==> src/rtl/mdp_pkg.sv <==
// Shared types for svi_req_queue: controller states and the queued command record.
// The command record is sized by CMD_AW/CMD_DW; the queue's AW/DW must not exceed them.
package mdp_pkg;

  localparam int CMD_AW = 16;
  localparam int CMD_DW = 32;

  typedef enum logic [1:0] {
    IDLE     = 2'd0,
    ISSUE    = 2'd1,
    WAIT_RSP = 2'd2
  } state_t;

  typedef struct packed {
    logic              write;
    logic [CMD_AW-1:0] addr;
    logic [CMD_DW-1:0] wdata;
  } cmd_t;

endpackage

==> src/rtl/svi_req_queue_if.sv <==
// Upstream command, SVI request/response and upstream completion signals of svi_req_queue.
// The master modport is the queue's own view; slave is the surrounding environment.
interface svi_req_queue_if #(
  parameter int AW = 16,
  parameter int DW = 32
);

  logic          in_valid;
  logic          in_ready;
  logic          in_write;
  logic [AW-1:0] in_addr;
  logic [DW-1:0] in_wdata;

  logic          m_valid;
  logic          m_ready;
  logic          m_write;
  logic [AW-1:0] m_addr;
  logic [DW-1:0] m_wdata;
  logic          m_rvalid;
  logic [DW-1:0] m_rdata;

  logic          rsp_valid;
  logic [DW-1:0] rsp_rdata;
  logic          rsp_err;

  modport master (
    input  in_valid, in_write, in_addr, in_wdata, m_ready, m_rvalid, m_rdata,
    output in_ready, m_valid, m_write, m_addr, m_wdata, rsp_valid, rsp_rdata, rsp_err
  );

  modport slave (
    output in_valid, in_write, in_addr, in_wdata, m_ready, m_rvalid, m_rdata,
    input  in_ready, m_valid, m_write, m_addr, m_wdata, rsp_valid, rsp_rdata, rsp_err
  );

endinterface

==> src/rtl/svi_req_fifo.sv <==
// Circular command FIFO with one wrap bit on each pointer; pushes while full are dropped.
module svi_req_fifo #(
  parameter int DEPTH = 4,
  parameter int W     = 49
) (
  input  logic         clk,
  input  logic         rst_n,
  input  logic         i_push,
  input  logic [W-1:0] i_data,
  input  logic         i_pop,
  output logic [W-1:0] o_data,
  output logic         o_full,
  output logic         o_empty
);

  localparam int PW = $clog2(DEPTH);

  logic [W-1:0] r_mem [DEPTH];
  logic [PW:0]  r_wptr;
  logic [PW:0]  r_rptr;
  logic         w_push_ok;
  logic         w_pop_ok;

  // Equal index with differing wrap bits means the writer is a full lap ahead.
  assign o_empty   = (r_wptr == r_rptr);
  assign o_full    = (r_wptr[PW] != r_rptr[PW]) && (r_wptr[PW-1:0] == r_rptr[PW-1:0]);
  assign w_push_ok = i_push && !o_full;
  assign w_pop_ok  = i_pop && !o_empty;
  assign o_data    = r_mem[r_rptr[PW-1:0]];

  always_ff @(posedge clk or negedge rst_n) begin
    if (!rst_n) begin
      r_wptr <= '0;
      r_rptr <= '0;
    end else begin
      if (w_push_ok) r_wptr <= r_wptr + 1'b1;
      if (w_pop_ok)  r_rptr <= r_rptr + 1'b1;
    end
  end

  always_ff @(posedge clk) begin
    if (w_push_ok) r_mem[r_wptr[PW-1:0]] <= i_data;
  end

endmodule

==> src/rtl/svi_req_queue.sv <==
// Request queue issuing buffered commands on SVI one at a time and returning read data upstream.
// Define SVI_REQ_QUEUE_TIMEOUT_EN to complete unanswered reads after TMO cycles with rsp_err=1.
module svi_req_queue
  import mdp_pkg::*;
#(
  parameter int DEPTH = 4,
  parameter int AW    = CMD_AW,
  parameter int DW    = CMD_DW,
  parameter int TMO   = 15
) (
  input  logic            clk,
  input  logic            rst_n,
  svi_req_queue_if.master bus
);

  state_t        r_state;
  state_t        w_next;
  cmd_t          w_push_cmd;
  cmd_t          w_head;
  cmd_t          r_cmd;
  logic          w_full;
  logic          w_empty;
  logic          w_pop;
  logic          w_rsp_ok;
  logic          w_rsp_tmo;
  logic          r_rsp_valid;
  logic [DW-1:0] r_rsp_rdata;

`ifdef SVI_REQ_QUEUE_TIMEOUT_EN
  logic [7:0]    r_cnt;
  logic          r_rsp_err;
`endif

  assign w_push_cmd = {bus.in_write, CMD_AW'(bus.in_addr), CMD_DW'(bus.in_wdata)};

  svi_req_fifo #(
    .DEPTH (DEPTH),
    .W     ($bits(cmd_t))
  ) u_fifo (
    .clk     (clk),
    .rst_n   (rst_n),
    .i_push  (bus.in_valid),
    .i_data  (w_push_cmd),
    .i_pop   (w_pop),
    .o_data  (w_head),
    .o_full  (w_full),
    .o_empty (w_empty)
  );

  always_ff @(posedge clk or negedge rst_n) begin
    if (!rst_n) r_state <= IDLE;
    else        r_state <= w_next;
  end

  always_comb begin
    w_next    = r_state;
    w_pop     = 1'b0;
    w_rsp_ok  = 1'b0;
    w_rsp_tmo = 1'b0;
    case (r_state)
      IDLE: begin
        if (!w_empty) begin
          w_pop  = 1'b1;
          w_next = ISSUE;
        end
      end
      ISSUE: begin
        if (bus.m_ready) w_next = r_cmd.write ? IDLE : WAIT_RSP;
      end
      WAIT_RSP: begin
        // A response arriving on the expiry cycle takes priority over the timeout.
        if (bus.m_rvalid) begin
          w_rsp_ok = 1'b1;
          w_next   = IDLE;
        end
`ifdef SVI_REQ_QUEUE_TIMEOUT_EN
        else if (r_cnt == 8'd1) begin
          w_rsp_tmo = 1'b1;
          w_next    = IDLE;
        end
`endif
      end
      default: w_next = IDLE;
    endcase
  end

  always_ff @(posedge clk or negedge rst_n) begin
    if (!rst_n) begin
      r_cmd       <= '0;
      r_rsp_valid <= 1'b0;
      r_rsp_rdata <= '0;
    end else begin
      if (w_pop) r_cmd <= w_head;
      r_rsp_valid <= w_rsp_ok || w_rsp_tmo;
      if (w_rsp_ok)       r_rsp_rdata <= bus.m_rdata;
      else if (w_rsp_tmo) r_rsp_rdata <= '0;
    end
  end

`ifdef SVI_REQ_QUEUE_TIMEOUT_EN
  always_ff @(posedge clk or negedge rst_n) begin
    if (!rst_n) begin
      r_cnt     <= '0;
      r_rsp_err <= 1'b0;
    end else begin
      r_rsp_err <= w_rsp_tmo;
      if (r_state == ISSUE && bus.m_ready && !r_cmd.write) r_cnt <= 8'(TMO);
      else if (r_state == WAIT_RSP && !bus.m_rvalid)      r_cnt <= r_cnt - 8'd1;
    end
  end

  assign bus.rsp_err = r_rsp_err;
`else
  assign bus.rsp_err = 1'b0;
`endif

  assign bus.in_ready  = !w_full;
  assign bus.m_valid   = (r_state == ISSUE);
  assign bus.m_write   = r_cmd.write;
  assign bus.m_addr    = AW'(r_cmd.addr);
  assign bus.m_wdata   = DW'(r_cmd.wdata);
  assign bus.rsp_valid = r_rsp_valid;
  assign bus.rsp_rdata = r_rsp_rdata;

endmodule

==> src/flat_wrapper.sv <==
// flat-port wrapper written by rule: the top's interface ports become plain ports
module svi_req_queue_flat import mdp_pkg::*;
#(
  parameter int DEPTH = 4,
  parameter int AW    = CMD_AW,
  parameter int DW    = CMD_DW,
  parameter int TMO   = 15
)
  (clk, rst_n, bus_in_valid, bus_in_write, bus_in_addr, bus_in_wdata, bus_m_ready, bus_m_rvalid, bus_m_rdata, bus_in_ready, bus_m_valid, bus_m_write, bus_m_addr, bus_m_wdata, bus_rsp_valid, bus_rsp_rdata, bus_rsp_err);
  svi_req_queue_if #(.AW(AW), .DW(DW)) bus_i ();
  input  logic clk;
  input  logic rst_n;
  input wire logic [$bits(bus_i.in_valid)-1:0] bus_in_valid;
  input wire logic [$bits(bus_i.in_write)-1:0] bus_in_write;
  input wire logic [$bits(bus_i.in_addr)-1:0] bus_in_addr;
  input wire logic [$bits(bus_i.in_wdata)-1:0] bus_in_wdata;
  input wire logic [$bits(bus_i.m_ready)-1:0] bus_m_ready;
  input wire logic [$bits(bus_i.m_rvalid)-1:0] bus_m_rvalid;
  input wire logic [$bits(bus_i.m_rdata)-1:0] bus_m_rdata;
  output wire logic [$bits(bus_i.in_ready)-1:0] bus_in_ready;
  output wire logic [$bits(bus_i.m_valid)-1:0] bus_m_valid;
  output wire logic [$bits(bus_i.m_write)-1:0] bus_m_write;
  output wire logic [$bits(bus_i.m_addr)-1:0] bus_m_addr;
  output wire logic [$bits(bus_i.m_wdata)-1:0] bus_m_wdata;
  output wire logic [$bits(bus_i.rsp_valid)-1:0] bus_rsp_valid;
  output wire logic [$bits(bus_i.rsp_rdata)-1:0] bus_rsp_rdata;
  output wire logic [$bits(bus_i.rsp_err)-1:0] bus_rsp_err;
  assign bus_i.in_valid = bus_in_valid;
  assign bus_i.in_write = bus_in_write;
  assign bus_i.in_addr = bus_in_addr;
  assign bus_i.in_wdata = bus_in_wdata;
  assign bus_i.m_ready = bus_m_ready;
  assign bus_i.m_rvalid = bus_m_rvalid;
  assign bus_i.m_rdata = bus_m_rdata;
  assign bus_in_ready = bus_i.in_ready;
  assign bus_m_valid = bus_i.m_valid;
  assign bus_m_write = bus_i.m_write;
  assign bus_m_addr = bus_i.m_addr;
  assign bus_m_wdata = bus_i.m_wdata;
  assign bus_rsp_valid = bus_i.rsp_valid;
  assign bus_rsp_rdata = bus_i.rsp_rdata;
  assign bus_rsp_err = bus_i.rsp_err;
  svi_req_queue #(.DEPTH(DEPTH), .AW(AW), .DW(DW), .TMO(TMO)) u_core (.clk(clk), .rst_n(rst_n), .bus(bus_i));
endmodule
==> config.mk <==
export PLATFORM = sky130hd
export DESIGN_NAME = svi_req_queue_flat
export DESIGN_NICKNAME = d
export VERILOG_FILES = /design/src/rtl/mdp_pkg.sv /design/src/rtl/svi_req_queue_if.sv /design/src/rtl/svi_req_fifo.sv /design/src/rtl/svi_req_queue.sv /design/src/flat_wrapper.sv
export SDC_FILE = /design/constraint.sdc
export NUM_CORES = 1
export LEC_CHECK = 0
export CORE_ASPECT_RATIO = 0.75
export CORE_MARGIN = 1
export CORE_UTILIZATION = 53
export CTS_CLUSTER_DIAMETER = 60
export CTS_CLUSTER_SIZE = 28
export DETAILED_ROUTE_END_ITERATION = 12
export PLACE_DENSITY = 0.85
export SYNTH_ARGS = -nofsm -noshare
export SYNTH_HDL_FRONTEND = slang
export SYNTH_HIERARCHICAL = 1
export SYNTH_SLANG_ARGS = --single-unit
export TNS_END_PERCENT = 10
==> constraint.sdc <==
create_clock -name clk -period 3.75 [get_ports clk]
set_clock_uncertainty 0.2 [all_clocks]
set_input_delay 0.75 -clock clk [delete_from_list [all_inputs] [get_ports clk]]
set_output_delay 0.75 -clock clk [all_outputs]
set_load 0.005 [all_outputs]
**Word level (Yosys, flattened, before mapping)**

Memory sizes are Yosys's and may differ from the RTL's. A register that Yosys moved wholly into a read port is not among the register bits.
Cells that the tools add are included.

- Register bits: 41
- Memory bits (writable): 196
- Output and inout bits: 85
- Word-level logic and storage cells: 35
- Memories kept: 1

- $add $sub $neg: 2
- Equal/unequal tests: 8
- Multiplexer cells: 11
- Reductions and logical operators: 8

Memory list:

| name | words | width | rd ports | clocked after memory_dff | write ports | RTL line | text |
|---|---|---|---|---|---|---|---|
| u_core.u_fifo.r_mem | 4 | 49 | 1 | 1 | 1 | svi_req_fifo.sv:18 | `logic [W-1:0] r_mem [DEPTH];` |

Operator list:

| operator | number |
|---|---|
| 2-bit two-way mux | 4 |
| 3-bit by 1-bit adder with 3-bit output (second input constant) | 2 |
| 1-bit two-way mux | 6 |
| 2-bit inequality test (second input constant) | 3 |
| 2-bit case mux with 3 select lines | 1 |
| 3-bit equality test | 1 |
| 1-bit logical AND | 3 |
| 1-bit logical NOT | 3 |
| 3-bit AND reduction | 1 |
| 2-bit by 1-bit equality test with 1-bit output (second input constant) | 1 |
| 2-bit equality test | 1 |
| 2-bit equality test (second input constant) | 1 |
| 2-bit logical NOT | 1 |
| 1-bit inequality test | 1 |

**Logic depth before layout (Yosys ltp)**

Gate-level depths: netlist of the first run.

- Depth in word-level cells: 6
- Depth in mapped cells: 8
- Mapped depth without buffers: 6

**By module**

Netlist of the first run, hierarchy kept.

By module, submodules not included:

| module | times used | cells each | area each (um^2) |
|---|---|---|---|
| svi_req_fifo | 1 | 305 | 7,576.0 |
| svi_req_queue | 1 | 185 | 3,216.8 |

**Least setup slack after synthesis of the first run**

Ideal clock, no wire load.

- Path kind: input -> register
- From: input bus_in_valid
- To: memory u_core.u_fifo.r_mem[3][0], enable pin
- Library setup time: 0.431 ns
- Arrival: 2.363 ns
- Setup slack: 0.756 ns
- Stages: 2
- Path buffers: 0
- Path through: nand2_1 > a31oi_2

- Cells in the longest elaborated chain, start to end: 3

Ends and longest elaborated chain:

| what | RTL line | text |
|---|---|---|
| start: declaration | flat_wrapper.sv:13 | `input wire logic [$bits(bus_i.in_valid)-1:0] bus_in_valid;` |
| 1-bit logical AND | svi_req_fifo.sv:27 | `assign w_push_ok = i_push && !o_full;` |
| 1-bit two-way mux | svi_req_fifo.sv:42 | `if (w_push_ok) r_mem[r_wptr[PW-1:0]] <= i_data;` |
| 1-bit two-way mux (not written as such) | svi_req_fifo.sv:42 |  |
| end: declaration | svi_req_fifo.sv:18 |  |

No other way between the ends.

**Final worst setup path of the first run**

- From: register u_core.u_fifo.r_wptr[1]
- To: output bus_in_ready

- Cells in the longest elaborated chain, start to end: 3

Ends and longest elaborated chain:

| what | RTL line | text |
|---|---|---|
| start: declaration | svi_req_fifo.sv:19 | `logic [PW:0] r_wptr;` |
| start signal: assignment | svi_req_fifo.sv:36 | `if (w_push_ok) r_wptr <= r_wptr + 1'b1;` |
| 2-bit equality test | svi_req_fifo.sv:26 | `assign o_full = (r_wptr[PW] != r_rptr[PW]) && (r_wptr[PW-1:0] == r_rptr[PW-1:0]);` |
| 1-bit logical AND | svi_req_fifo.sv:26 |  |
| via u_core.w_full | svi_req_queue.sv:21 | `logic w_full;` |
| 1-bit logical NOT | svi_req_queue.sv:117 | `assign bus.in_ready = !w_full;` |
| end: declaration | flat_wrapper.sv:20 | `output wire logic [$bits(bus_i.in_ready)-1:0] bus_in_ready;` |

The timed path passes the listed nets, and every way through them passes these cells.

==> results.md, run 1 <==
Synthesis:
- The most used flip-flop cell after synthesis is sky130_fd_sc_hd__edfxtp_1.
- The summed instance area of the synthesized netlist is 0.0108 mm².
- Counting every instance in the synthesized netlist gives 490.
- The net count after synthesis is 581.
- The simple-gate share of the synthesized area is between 1 and 1.5%.
- After synthesis, the mean cell area works out to roughly 22 µm².
- In the synthesized netlist the async set-or-reset flop fraction comes to approximately a third.
- Summing the areas of all compound-gate instances in the mapped netlist gives under 10% of the synthesized area.
- The number of synthesized register bits is ~290.
- Summing the areas of all fa, ha and maj instances in the mapped netlist gives 0.580% of the synthesized area.
- The sequential share of the synthesized area is between 70 and 80%.
- The number of different library cells used by synthesis comes to 35.
- The xor and xnor fraction of the mapped netlist area is less than 1%.
- By area, the combinational part of the netlist is dominated by multiplexers.
- The mux share of post-synthesis cell area is about a fifth.
- The number of enable-type register cells in the synthesized netlist is 196.
- The number of warnings printed during yosys synthesis is 6.

GRT:
- The number of antenna violations at the first check in global routing was 1.
- The met1 capacity usage during global routing is between 20% and 30%.
- Global routing used around a fifth of the available tracks across all layers.
- After global routing the overflow that remains totals 0.
- Entering global routing, the biggest net connects 68 pins.
- The via count of the first global-routing pass came to approximately 5700.
- met2 is the most crowded layer.
- Global routing consumed, on the met3 layer, a little under 4% of the routing resources.
- In the global route stage, met2 resource usage came out at between 30% and 40%.
- The first global-routing pass estimated ~32000 µm of wire.

Route:
- After detailed routing, the number of remaining DRC violations is 0.
- After detailed routing, the average wire length per cell comes to roughly 22 µm.
- The starting DRC count in detailed routing is 420.
- The count of nets left with antenna violations once routing finished came out at 0.
- The total routed wirelength is 20400 µm.
- The via total after detailed routing is roughly 5200.
- In the routed layout, each cell is associated on average with a via count of between 5 and 6.
- The first TritonRoute pass finished after 4 iterations.

Pwr:
- The total power after layout is ~10 mW.
- For this design the static power due to leakage is around 4.7 nW.
- The combinational cell fraction of total power is roughly 37%.
- Across the VDD grid, the largest voltage drop is around 460 µV.
- The switching power share of the total is between 20 and 30%.
- The fraction of power consumed by sequential logic is between 40 and 50%.
- The internal power of the cells totals approximately 7.4 mW.
- The net load switching power is approximately 3 mW.
- In this run the power density over the cells is 789 mW/mm².
- The share of total power dissipated in the clock network is between 10% and 20%.

Clocking:
- After clock tree synthesis, the clock-pin slew on the worst setup and hold paths is around 0.10 ns.
- The clock net in this run drives a total of between 200 and 300 sinks.
- The clock network latency to the later pin of the worst-skew pair is ~0.5 ns.
- In this run the number of H-tree levels came out at 1.
- The CTS tree is built.
- The buffer levels on the longest clock path is 3.
- In this run, CTS created clock tree buffers numbering 15.
- The number of hold buffers added after cts is 0.
- The number of post-CTS setup repair buffers is 0.
- The quantity of gates resized following cts is 0.
- The clock tree root buffer cell is sky130_fd_sc_hd__clkbuf_16.

Critical path:
- The highest fanout seen on the critical path is 7.
- The minimum setup slack among reg-to-reg paths is 1.24 ns.
- STA classifies the critical path endpoint as an output pin.
- The worst setup path is launched from a flip-flop.
- The class of the most critical setup path is flip-flop to output pin.
- The data required time at the worst endpoint is between 2 and 3 ns.
- The data arrival at the endpoint of the critical path is around 2.2 ns.

Placement:
- At the end of routability-driven placement, the weighted congestion stood at 0.808.
- The half-perimeter wire length after detailed placement is ~13000 µm.
- After detailed placement, the total cell area comes to 0.0128 mm².
- The cell count after placement is roughly 900.
- OpenSTA, run right after detailed placement, puts the worst setup slack at slightly above 0.8 ns.
- During placement, the flow inserted port buffers numbering about 170.

Timing:
- The count of final hold-check violations is 0.
- The slew at the pin closest to its max-slew limit is around 1 ns.
- The final max-slew violation count came to 0.
- The highest achievable clock rate is between 0.3 and 0.4 GHz.
- The relative max-transition margin is between 30% and 40%.
- Of the available clock period, the critical path in the final layout requires 84.1%.
- After routing, the total negative slack on setup checks comes to 0 ns.
- Final hold analysis gives a worst-case slack of roughly 0.17 ns.
- The time the final worst path needs with I/O delays and setup is between 3 and 4 ns.
- The worst path setup slack after routing is ~0.59 ns.
- The setup violation total in the final timing report is 0.
- Setup repair after global routing left no endpoint under its margin.

Floorplan:
- Measured along the y axis, the die boundary spans approximately 130 µm.
- The total area inside the core boundary comes to ~0.02 mm².
- The floorplan die area is approximately 0.021 mm².
- The initial standard-cell utilization of the core is 54.9%.
- The initialized floorplan defines 44 standard-cell rows.
- The floorplan step set the die width to roughly 170 µm.
- The number of top-level design ports is roughly 170.

Final layout:
- Once layout is complete, the cells apart from fillers number 928.
- Across the whole layout, storage elements account for 0.00814 mm².
- The layout-stage area growth over the synthesis result is 22.6%.
- With fillers left out, the area of the finished cells amounts to 0.0132 mm².
- The layout filler cell count is around 1200.
- The final layout contains roughly 760 nets.
- The multi-input logic area is 0.00246 mm².
- In the final layout, the share of cells above drive strength 1 is between 20% and 30%.
- The repair_antennas step left the layout with diodes totalling 0.
- Once layout is complete, the utilization of the core stands at about 67%.

Outcome:
- The flow ran to the end, and the final reports show no timing, DRC or antenna violations.

Job:
- The tool flagged a number of max-cap violations equal to 0.

Min path:
- The tightest min-delay check is of the primary input to asynchronous set/reset pin type.
## cells in the final DEF (no fill, tap or decap), types with 2 or more instances in the layout
cell type,synthesis,routed
sky130_fd_sc_hd__edfxtp_1,196,196
sky130_fd_sc_hd__clkdlybuf4s50_1,0,168
sky130_fd_sc_hd__dfrtp_1,90,88
sky130_fd_sc_hd__mux2_2,76,76
sky130_fd_sc_hd__mux4_2,49,49
sky130_fd_sc_hd__clkbuf_16,0,15
sky130_fd_sc_hd__buf_4,6,9
sky130_fd_sc_hd__inv_1,7,7
sky130_fd_sc_hd__clkbuf_1,0,5
sky130_fd_sc_hd__ha_1,5,5
sky130_fd_sc_hd__xnor2_1,4,4
sky130_fd_sc_hd__o31ai_2,4,4
sky130_fd_sc_hd__a21oi_1,4,4
sky130_fd_sc_hd__mux2_1,3,3
sky130_fd_sc_hd__nand2_1,3,3
sky130_fd_sc_hd__and3_2,0,3
sky130_fd_sc_hd__buf_12,0,3
sky130_fd_sc_hd__inv_8,0,2
sky130_fd_sc_hd__mux2_4,2,2
sky130_fd_sc_hd__xor2_2,2,2
sky130_fd_sc_hd__xor2_1,2,2
sky130_fd_sc_hd__nor3_1,2,2
sky130_fd_sc_hd__nand2b_1,2,2
sky130_fd_sc_hd__a211oi_2,2,2
## worst max-delay path, stage by stage (launching register included)
cell	delay (ns)
sky130_fd_sc_hd__dfrtp_1	0.51
sky130_fd_sc_hd__xnor2_1	0.44
sky130_fd_sc_hd__nand3_2	0.18
sky130_fd_sc_hd__inv_1	0.09
sky130_fd_sc_hd__inv_1	0.06
sky130_fd_sc_hd__clkdlybuf4s50_1	0.44
## kinds of logic after synthesis
family,count (synthesis)
xor+xnor,9
flops,286
fa+ha+maj,5
mux,130
buf+inv,28
simple gates,16
compound gates,15
other cells,1
## layer usage
metal,vias to the layer above,share of wire [%]
met3,33,6.6
met5,-,0.059
met4,2,2.1
met2,205,50
li1,2282,-
met1,2692,41
## cell usage after synthesis, types with 4 or more instances
cell type | count | area (µm²)
sky130_fd_sc_hd__a21oi_1 | 4 | 20.0
sky130_fd_sc_hd__buf_2 | 7 | 35.0
sky130_fd_sc_hd__buf_4 | 6 | 45.0
sky130_fd_sc_hd__buf_6 | 5 | 56.3
sky130_fd_sc_hd__dfrtp_1 | 90 | 2250
sky130_fd_sc_hd__edfxtp_1 | 196 | 5890
sky130_fd_sc_hd__ha_1 | 5 | 62.6
sky130_fd_sc_hd__inv_1 | 7 | 26.3
sky130_fd_sc_hd__mux2_2 | 76 | 856
sky130_fd_sc_hd__mux4_2 | 49 | 1100
sky130_fd_sc_hd__o31ai_2 | 4 | 50.1
sky130_fd_sc_hd__xnor2_1 | 4 | 35.0
## power groups by stage
stage                     registers, mW  clock network, mW  logic [mW]
after CTS                          4.82               1.84        3.89
after detailed placement           4.87                  0        3.87
after global placement             4.80                  0        3.75
final                              4.81               1.79        3.84
after global routing               4.91               1.95        4.10
after floorplan                    4.82                  0        2.29
## state kept, by name, summed over array words and instances (netlist names)
name	count
u_core/u_fifo/r_rptr	3
u_core/bus.rsp_valid	1
u_core/bus.rsp_rdata	32
u_core/bus.m_write	1
u_core/bus.m_wdata	32
u_core/r_state	2
u_core/u_fifo/r_mem	196
u_core/u_fifo/r_wptr	3
u_core/bus.m_addr	16
## layout make-up
class	count	area share, %
flip-flops and latches	286	61.5
multi-input cells	176	18.6
repair buffers	180	13.7
clock buffers	21	3.08
well taps	253	2.39
clock inverters	5	0.482
inverters	7	0.199
## worst paths after layout
| path | startpoint | endpoint | cells after the start |
|---|---|---|---|
| setup / recovery | u_core/u_fifo/r_wptr[1] | bus_in_ready | 5 |
| hold / removal | rst_n | u_core/bus.rsp_rdata[4] | 1 |
| setup reg to reg | u_core/u_fifo/r_rptr[0] | u_core/bus.m_wdata[0] | 3 |
| hold reg to reg | u_core/bus.m_addr[7] | u_core/bus.m_addr[7] | 1 |
| max in group asynchronous | rst_n | u_core/bus.m_addr[5] | 2 |
| min in group clk | u_core/bus.m_addr[7] | u_core/bus.m_addr[7] | 1 |
No activity file was read; power rests on OpenSTA's default activity.
==> inputs of run 2 (changes only) <==
- CORE_UTILIZATION: 53 -> 48
- PLACE_DENSITY: 0.85 -> 0.81
- clock period: 3.75 -> 2.6 ns (I/O delays scaled with it)
==> run 2 against run 1 <==
  * Combinational power up 50%
  * Critical path depth decreased by 3
  * First-iteration DRC count decreased by 32%
  * Die area rose by 10%
  * Sequential share of layout area down 1.3 points
  * Global-route usage decreased by 1.7 points
  * Core utilization decreased by 6.0 points
  * Setup slack got worse by 0.47 ns
  * Largest power group unchanged
  * Sequential power grew 44%
  * Clock power grew 57%
  * Total power up 49%
==> results.md, run 2 (synthesis results as in run 1) <==
Final layout:
- The most common library cell in the layout ignoring fill and taps is sky130_fd_sc_hd__edfxtp_1.
- In the layout the commonest cells are sky130_fd_sc_hd__edfxtp_1, sky130_fd_sc_hd__clkdlybuf4s50_1, sky130_fd_sc_hd__dfrtp_1.
- The number of nets in the layout is around 770.
- Summing all non-filler instances in the final layout gives an area of between 0.01 and 0.015 mm².
- Relative to the synthesized area, the layout overhead comes to 25.3%.
- The post-layout instance count excluding filler cells is a little under 1000.
- The multi-input logic area is between 0.002 and 0.0025 mm².
- In the final layout, the share of cells above drive strength 1 is about 29%.
- The final core area utilization is 61.3%.
- The filler cells instantiated in the layout total about 1500.
- The number of flip-flops in the largest register is around 200.
- In the final layout, flip-flops and latches occupy ~0.0081 mm².

Pwr:
- The switching power share of the total is 28.9%.
- The cell-internal power is around 11 mW.
- The power density over cell area is ~1100 mW/mm².
- Per report_power, the sequential group accounts for around 45% of the total.
- The standby leakage power is approximately 4.8 nW.
- For this design the total switching power over the nets is between 4 and 5 mW.
- The combinational cell fraction of total power is 37.1%.
- Of the total power, the clock network draws between 10% and 20%.
- Power comes to roughly 16 mW.
- The peak supply drop is between 600 and 700 µV.

Placement:
- Detailed placement finished with a half-perimeter wire length of 13000 µm.
- The cell count after placement is 950.
- The worst-case setup slack after placement is roughly 0.29 ns.
- The number of buffer cells added on primary ports is roughly 170.
- The final weighted congestion in routability-driven placement is approximately 0.7.
- The total placed instance area is around 0.013 mm².

Timing:
- Static timing analysis puts the maximum clock frequency at approximately 0.40 GHz.
- The count of final hold-check violations is 0.
- The final max-slew violation count was 0.
- For the pin with the worst max-slew slack, the measured transition is roughly 0.6 ns.
- Setup repair after global routing left no endpoint under its margin.
- After layout, the minimum clock period comes to approximately 2.5 ns.
- Setup slack on the critical path of the routed design comes to roughly 0.13 ns.
- Setup total negative slack on the finished layout was measured at 0 ns.
- The part of the cycle the worst path needs is between 90% and 100%.
- The setup violation total in the final timing report is 0.
- In this run the tightest slew margin relative to its limit is 60.3%.
- The minimum hold slack is 0.303 ns.

Clocking:
- TritonCTS built the clock tree.
- The maximum level of the CTS H-tree is 1.
- The clock edge transition at the registers on the reported setup and hold paths is approximately 0.090 ns.
- The buffer levels on the longest clock path is 3.
- The clock network latency to the later pin of the worst-skew pair is roughly 0.5 ns.
- CTS placed an instance of sky130_fd_sc_hd__clkbuf_16 at the clock tree root.
- The number of sinks driven by the clock tree is between 200 and 300.
- The number of buffers created by CTS is 16.

Route:
- The number of DRC violations after detailed routing is 0.
- The via total after detailed routing is 5207.
- The total routed wirelength is a little over 20000 µm.
- The first TritonRoute pass finished after 4 iterations.
- The detail route stage leaves a number of antenna-violating nets equal to 0.
- The starting DRC count in detailed routing is between 200 and 300.
- Dividing the detail-routed via count by the number of cells gives between 5 and 6.
- The routed length per instance is ~21 µm.

Floorplan:
- The floorplan die area is between 0.02 and 0.025 mm².
- approximately 170 I/O pins were placed.
- The initial standard-cell utilization of the core is between 40% and 50%.
- The total area inside the core boundary comes to between 0.02 and 0.025 mm².
- Row generation in the floorplan step produced 47 rows.
- Measured along the y axis, the die boundary spans between 100 and 150 µm.
- The die outline width is ~180 µm.

GRT:
- The via count of the first global-routing pass was between 5000 and 6000.
- The first global-routing pass estimated around 33000 µm of wire.
- Summed over all layers, the global routing overflow is 0.
- The pin count of the biggest net entering global routing is 91.
- The number of antenna violations at the first check in global routing was 1.
- For this run, the total global-route usage over all layers was measured as a little under a fifth.

Outcome:
- The flow ran to the end, and the final reports show no timing, DRC or antenna violations.

Critical path:
- The critical path is of the flip-flop to output pin type.
- The highest fanout seen on the critical path is 5.
- STA puts the critical path data arrival time at 1.75 ns.
- The critical path capture point type is an output pin.
- The data required time at the worst endpoint is between 1.5 and 2 ns.
- The startpoint type of the worst setup path is a flip-flop.

Job:
- Max-cap violations in this run came to 0.

Min path:
- The min-delay analysis places its worst path in the category flip-flop to flip-flop.
## run 2: cell count changes in the layout (fill, tap and decap cells not counted), moves of 4 or more
cell,delta
sky130_fd_sc_hd__buf_12,+5
sky130_fd_sc_hd__buf_4,+4
sky130_fd_sc_hd__clkbuf_1,-4
sky130_fd_sc_hd__dfrtp_1,-4
sky130_fd_sc_hd__dfrtp_2,+4
## run 2: power by group through the flow
| stage | Combinational, mW | Sequential [mW] | Clock (mW) |
|---|---|---|---|
| global route | 6.19 | 7.10 | 3.02 |
| floorplan | 3.33 | 6.94 | 0 |
| CTS | 5.86 | 6.97 | 2.89 |
| finish | 5.75 | 6.95 | 2.81 |
| global placement | 5.61 | 6.93 | 0 |
| detailed placement | 5.76 | 7.04 | 0 |
## run 2: routing by layer
layer	routed length [µm]	GRT usage, %
met1	8410	25.1
met2	10200	31.0
met3	1510	4.24
met4	243	3.24
met5	0	0
## run 2: worst max-delay path, cell delays in order, from the launching register on
cell and delay, ns:
sky130_fd_sc_hd__dfrtp_1 0.48, sky130_fd_sc_hd__and2b_2 0.26, sky130_fd_sc_hd__clkdlybuf4s50_1 0.52
## run 2: path summary, 6_finish.rpt
path                       cells after the start                    start  slack (ns)                      end
max                                            2        u_core/r_state[1]        0.13              bus_m_valid
min in group asynchronous                      3                    rst_n        0.39   u_core/bus.m_wdata[15]
min                                            1     u_core/bus.m_addr[8]        0.30     u_core/bus.m_addr[8]
max reg2reg                                    6  u_core/u_fifo/r_rptr[0]        0.19   u_core/bus.m_wdata[10]
max in group asynchronous                      3                    rst_n        1.28  u_core/u_fifo/r_rptr[0]
min reg2reg                                    1     u_core/bus.m_addr[8]        0.30     u_core/bus.m_addr[8]
## run 2: final cells by class
cell class	count	share of cell area, %
multi-input cells	176	18.4
clock inverters	8	0.666
clock buffers	19	3.28
inverters	7	0.194
well taps	294	2.72
diodes	1	0.0185
repair buffers	190	14.4
flip-flops and latches	286	60.3
## run 2: timing repair
action / CTS / global route
buffers inserted: 2 / 0
endpoints found under the hold margin: 90 / 0
hold buffers: 1 / 0
endpoints found under the setup margin: 1 / 0
gates resized for setup: 8 / 0
==> inputs of run 3 (changes only) <==
--- a/config.mk
+++ b/config.mk
@@ -10,7 +10,8 @@
 export CORE_UTILIZATION = 48
 export CTS_CLUSTER_DIAMETER = 60
-export CTS_CLUSTER_SIZE = 28
+export CTS_CLUSTER_SIZE = 30
 export DETAILED_ROUTE_END_ITERATION = 12
 export PLACE_DENSITY = 0.81
+export SETUP_SLACK_MARGIN = 0.4
 export SYNTH_ARGS = -nofsm -noshare
 export SYNTH_HDL_FRONTEND = slang
==> constraint.sdc (replaced) <==
create_clock -name clk -period 2.6 [get_ports clk]
set_clock_uncertainty 0.2 [all_clocks]
set_input_delay 0.52 -clock clk [delete_from_list [all_inputs] [get_ports clk]]
set_output_delay 0.52 -clock clk [all_outputs]
set_load 0.1 [all_outputs]
==> run 3 against run 2 <==
  * Sequential share of layout area increased by 0.85 points
  * Global-route usage up 0.086 points
  * Cell area shrank 1.4%
  * Die area unchanged
  * Via count grew 1.1%
  * Worst hold slack better by 0.0014 ns
  * Wire length up 2.4%
==> results.md, run 3 (synthesis results as in run 1) <==
Final layout:
- Leaving out fill and tap cells, the most frequent cells in the layout are sky130_fd_sc_hd__edfxtp_1, sky130_fd_sc_hd__buf_4, sky130_fd_sc_hd__clkdlybuf4s50_1, sky130_fd_sc_hd__dfrtp_1, sky130_fd_sc_hd__mux2_2.
- The post-layout instance count excluding filler cells is around 990.
- At the end of the flow, the number of nets in the layout was between 700 and 800.
- Counting the fill cells in the layout gives 1573.
- Of the cells placed in the final design, the portion with a size suffix greater than 1 is a little over two fifths.
- The layout-stage area growth over the synthesis result is 23.5%.
- The repair_antennas step left the layout with diodes totalling 0.
- At the end of the flow the core is filled with cells to between 60 and 70%.
- The most common library cell in the layout ignoring fill and taps is sky130_fd_sc_hd__edfxtp_1.
- The number of flip-flops in the largest register is 196.

Timing:
- The worst path in the final design needs a cycle of between 2 and 2.5 ns, including I/O delays and setup.
- The final max-slew violation count is 0.
- The count of final hold-check violations is 0.
- The part of the cycle the worst path needs is between 90% and 100%.
- At the pin with the least slew margin, the transition time is 0.610 ns.
- Setup violations remaining at the end of the flow were counted as 0.
- The relative max-transition margin is around three fifths.
- The highest achievable clock rate is roughly 0.43 GHz.
- Setup repair after global routing could not meet its margin everywhere.

Critical path:
- The minimum setup slack among reg-to-reg paths is between 0.3 and 0.4 ns.
- The worst setup path is captured at an output pin.
- The worst setup path is of the flip-flop to output pin kind.
- In this run the critical register-to-register path is captured at u_core/bus.m_wdata[13].
- The number of cells on the worst reg-to-reg path is 5.
- STA classifies the critical path startpoint as a flip-flop.
- STA puts the critical path data required time at 1.88 ns.
- The startpoint of the lowest-slack register-to-register path is u_core/u_fifo/r_rptr[0].
- Of all nets on the critical path, the largest fanout is 5.
- For the worst setup path, the data arrival time is 1.62 ns.

Placement:
- Detailed placement finished with a half-perimeter wire length of 13500 µm.
- The cell count after placement is about 950.
- At the end of routability-driven placement, the weighted congestion stood at 0.767.
- Port buffering added 169 buffers.

Floorplan:
- Pin placement for this block handled between 150 and 200 I/O pins.
- The floorplan die area is between 0.02 and 0.025 mm².
- The initial standard-cell utilization of the core is between 40% and 50%.
- The total area inside the core boundary comes to about 0.022 mm².
- The die boundary height is 132 µm.
- The number of rows created at floorplan is 47.
- The die outline width is approximately 180 µm.

Clocking:
- For the worst-skew pair, the clock arrives at the later sink with an insertion delay of ~0.51 ns.
- Clock-pin slew was measured on the worst setup and hold paths at 0.11 ns.
- The number of sinks driven by the clock tree is 286.
- The number of buffers created by CTS is 15.
- The longest clock path from root to sink contains 3 buffers.
- The root buffer cell chosen for the clock tree is sky130_fd_sc_hd__clkbuf_16.
- The CTS tree is built.
- The maximum level of the CTS H-tree is 1.

GRT:
- The total track usage is around 19%.
- The global routing stage identified its most utilized layer as met2.
- For this run, global-route usage on met3 was measured as ~4.5%.
- The number of antenna violations at the first check in global routing is 2.
- Entering global routing, the biggest net connects 43 pins.
- The via count of the first global-routing pass was 5768.
- The met2 global-route usage is a little under a third.
- For this run, global-route usage on met1 was measured as roughly a quarter.
- Summed over all layers, the global routing overflow is 0.
- The first global-routing pass estimated between 30000 and 40000 µm of wire.

Route:
- The detailed router placed between 5000 and 6000 vias in this run.
- The number of DRC violations after detailed routing is 0.
- Dividing the detail-routed wire length by the instance count gives around 21 µm.
- The pre-antenna-repair detailed-routing pass consisted of 6 iterations.
- After detailed routing, the number of vias per cell comes to 5.33.
- After detailed routing, the total wire length is about 21000 µm.
- The first routing iteration left between 200 and 300 violations.
- The count of nets left with antenna violations once routing finished came out at 0.

Job:
- Max-cap violations in this run came to 0.

Outcome:
- The run finished with clean final reports.

Min path:
- The worst hold path belongs to the class primary input to asynchronous set/reset pin.
## run 3: cell count changes in the layout (fill, tap and decap cells not counted), sizes merged
| cell | change |
|---|---|
| buf | +92 |
| diode | -1 |
| clkdlybuf4s50 | -83 |
| dlygate4sd2 | -1 |
| clkinv | -1 |
## run 3: cell type report
class | instances | area, µm² | share of cell area (%)
sequential | 286 | 8150 | 61.1
multi-input combinational | 176 | 2520 | 18.9
timing repair buffer | 198 | 1790 | 13.4
clock buffer | 19 | 390 | 2.93
tap | 294 | 368 | 2.76
clock inverter | 7 | 93.8 | 0.704
inverter | 7 | 26.3 | 0.197
## run 3: how the worst max path moves through the flow
stage / start / endpoint
4_1_cts: u_core/u_fifo/r_rptr[0] / bus_in_ready
2_1_floorplan: u_core/u_fifo/r_wptr[2] / u_core/u_fifo/r_mem[2][0]
3_3_place_gp: bus_in_valid / u_core/u_fifo/r_mem[3][46]
3_5_place_dp: bus_in_valid / u_core/u_fifo/r_mem[3][43]
5_1_grt: u_core/u_fifo/r_wptr[0] / bus_in_ready
6_report: u_core/u_fifo/r_wptr[0] / bus_in_ready
## run 3: critical path: stages, from the launching register on
cell and delay, ns:
sky130_fd_sc_hd__dfrtp_2 0.51, sky130_fd_sc_hd__xnor2_4 0.21, sky130_fd_sc_hd__nand3_2 0.12, sky130_fd_sc_hd__inv_2 0.07, sky130_fd_sc_hd__inv_2 0.04, sky130_fd_sc_hd__buf_12 0.16
## run 3: per-stage QoR
| stage | TNS (ns) | instance area, µm² | worst slack, ns | hold slack (ns) |
|---|---|---|---|---|
| finish | 0 | 13300 | 0.260 | 0.304 |
| global placement | 0 | 12700 | 0.293 | 0.283 |
| CTS | 0 | 13300 | 0.223 | 0.303 |
| detailed placement | 0 | 12700 | 0.250 | 0.287 |
| global route | 0 | 13300 | 0.188 | 0.309 |
| floorplan | -0.651 | 10800 | -0.00671 | 0.0244 |
## run 3: layer usage
metal / routed length, µm / part of all wire [%] / vias up
met5: 27 / 0.13 / -
met4: 295 / 1.4 / 4
met3: 1390 / 6.7 / 28
met2: 10200 / 49 / 163
met1: 8980 / 43 / 2743
li1: - / - / 2324
## run 3: what timing repair did
item | CTS | global route
setup endpoints to repair | 54 | 54
hold buffers | 1 | 0
hold endpoints to repair | 25 | 0
setup buffers | 5 | 6
resized for setup | 6 | 1
pin swaps | 3 | 2
Power of run 3 is left out: the tool's default activity adds up to more than one toggle a clock period on the data nets, which glitch-free logic cannot reach.
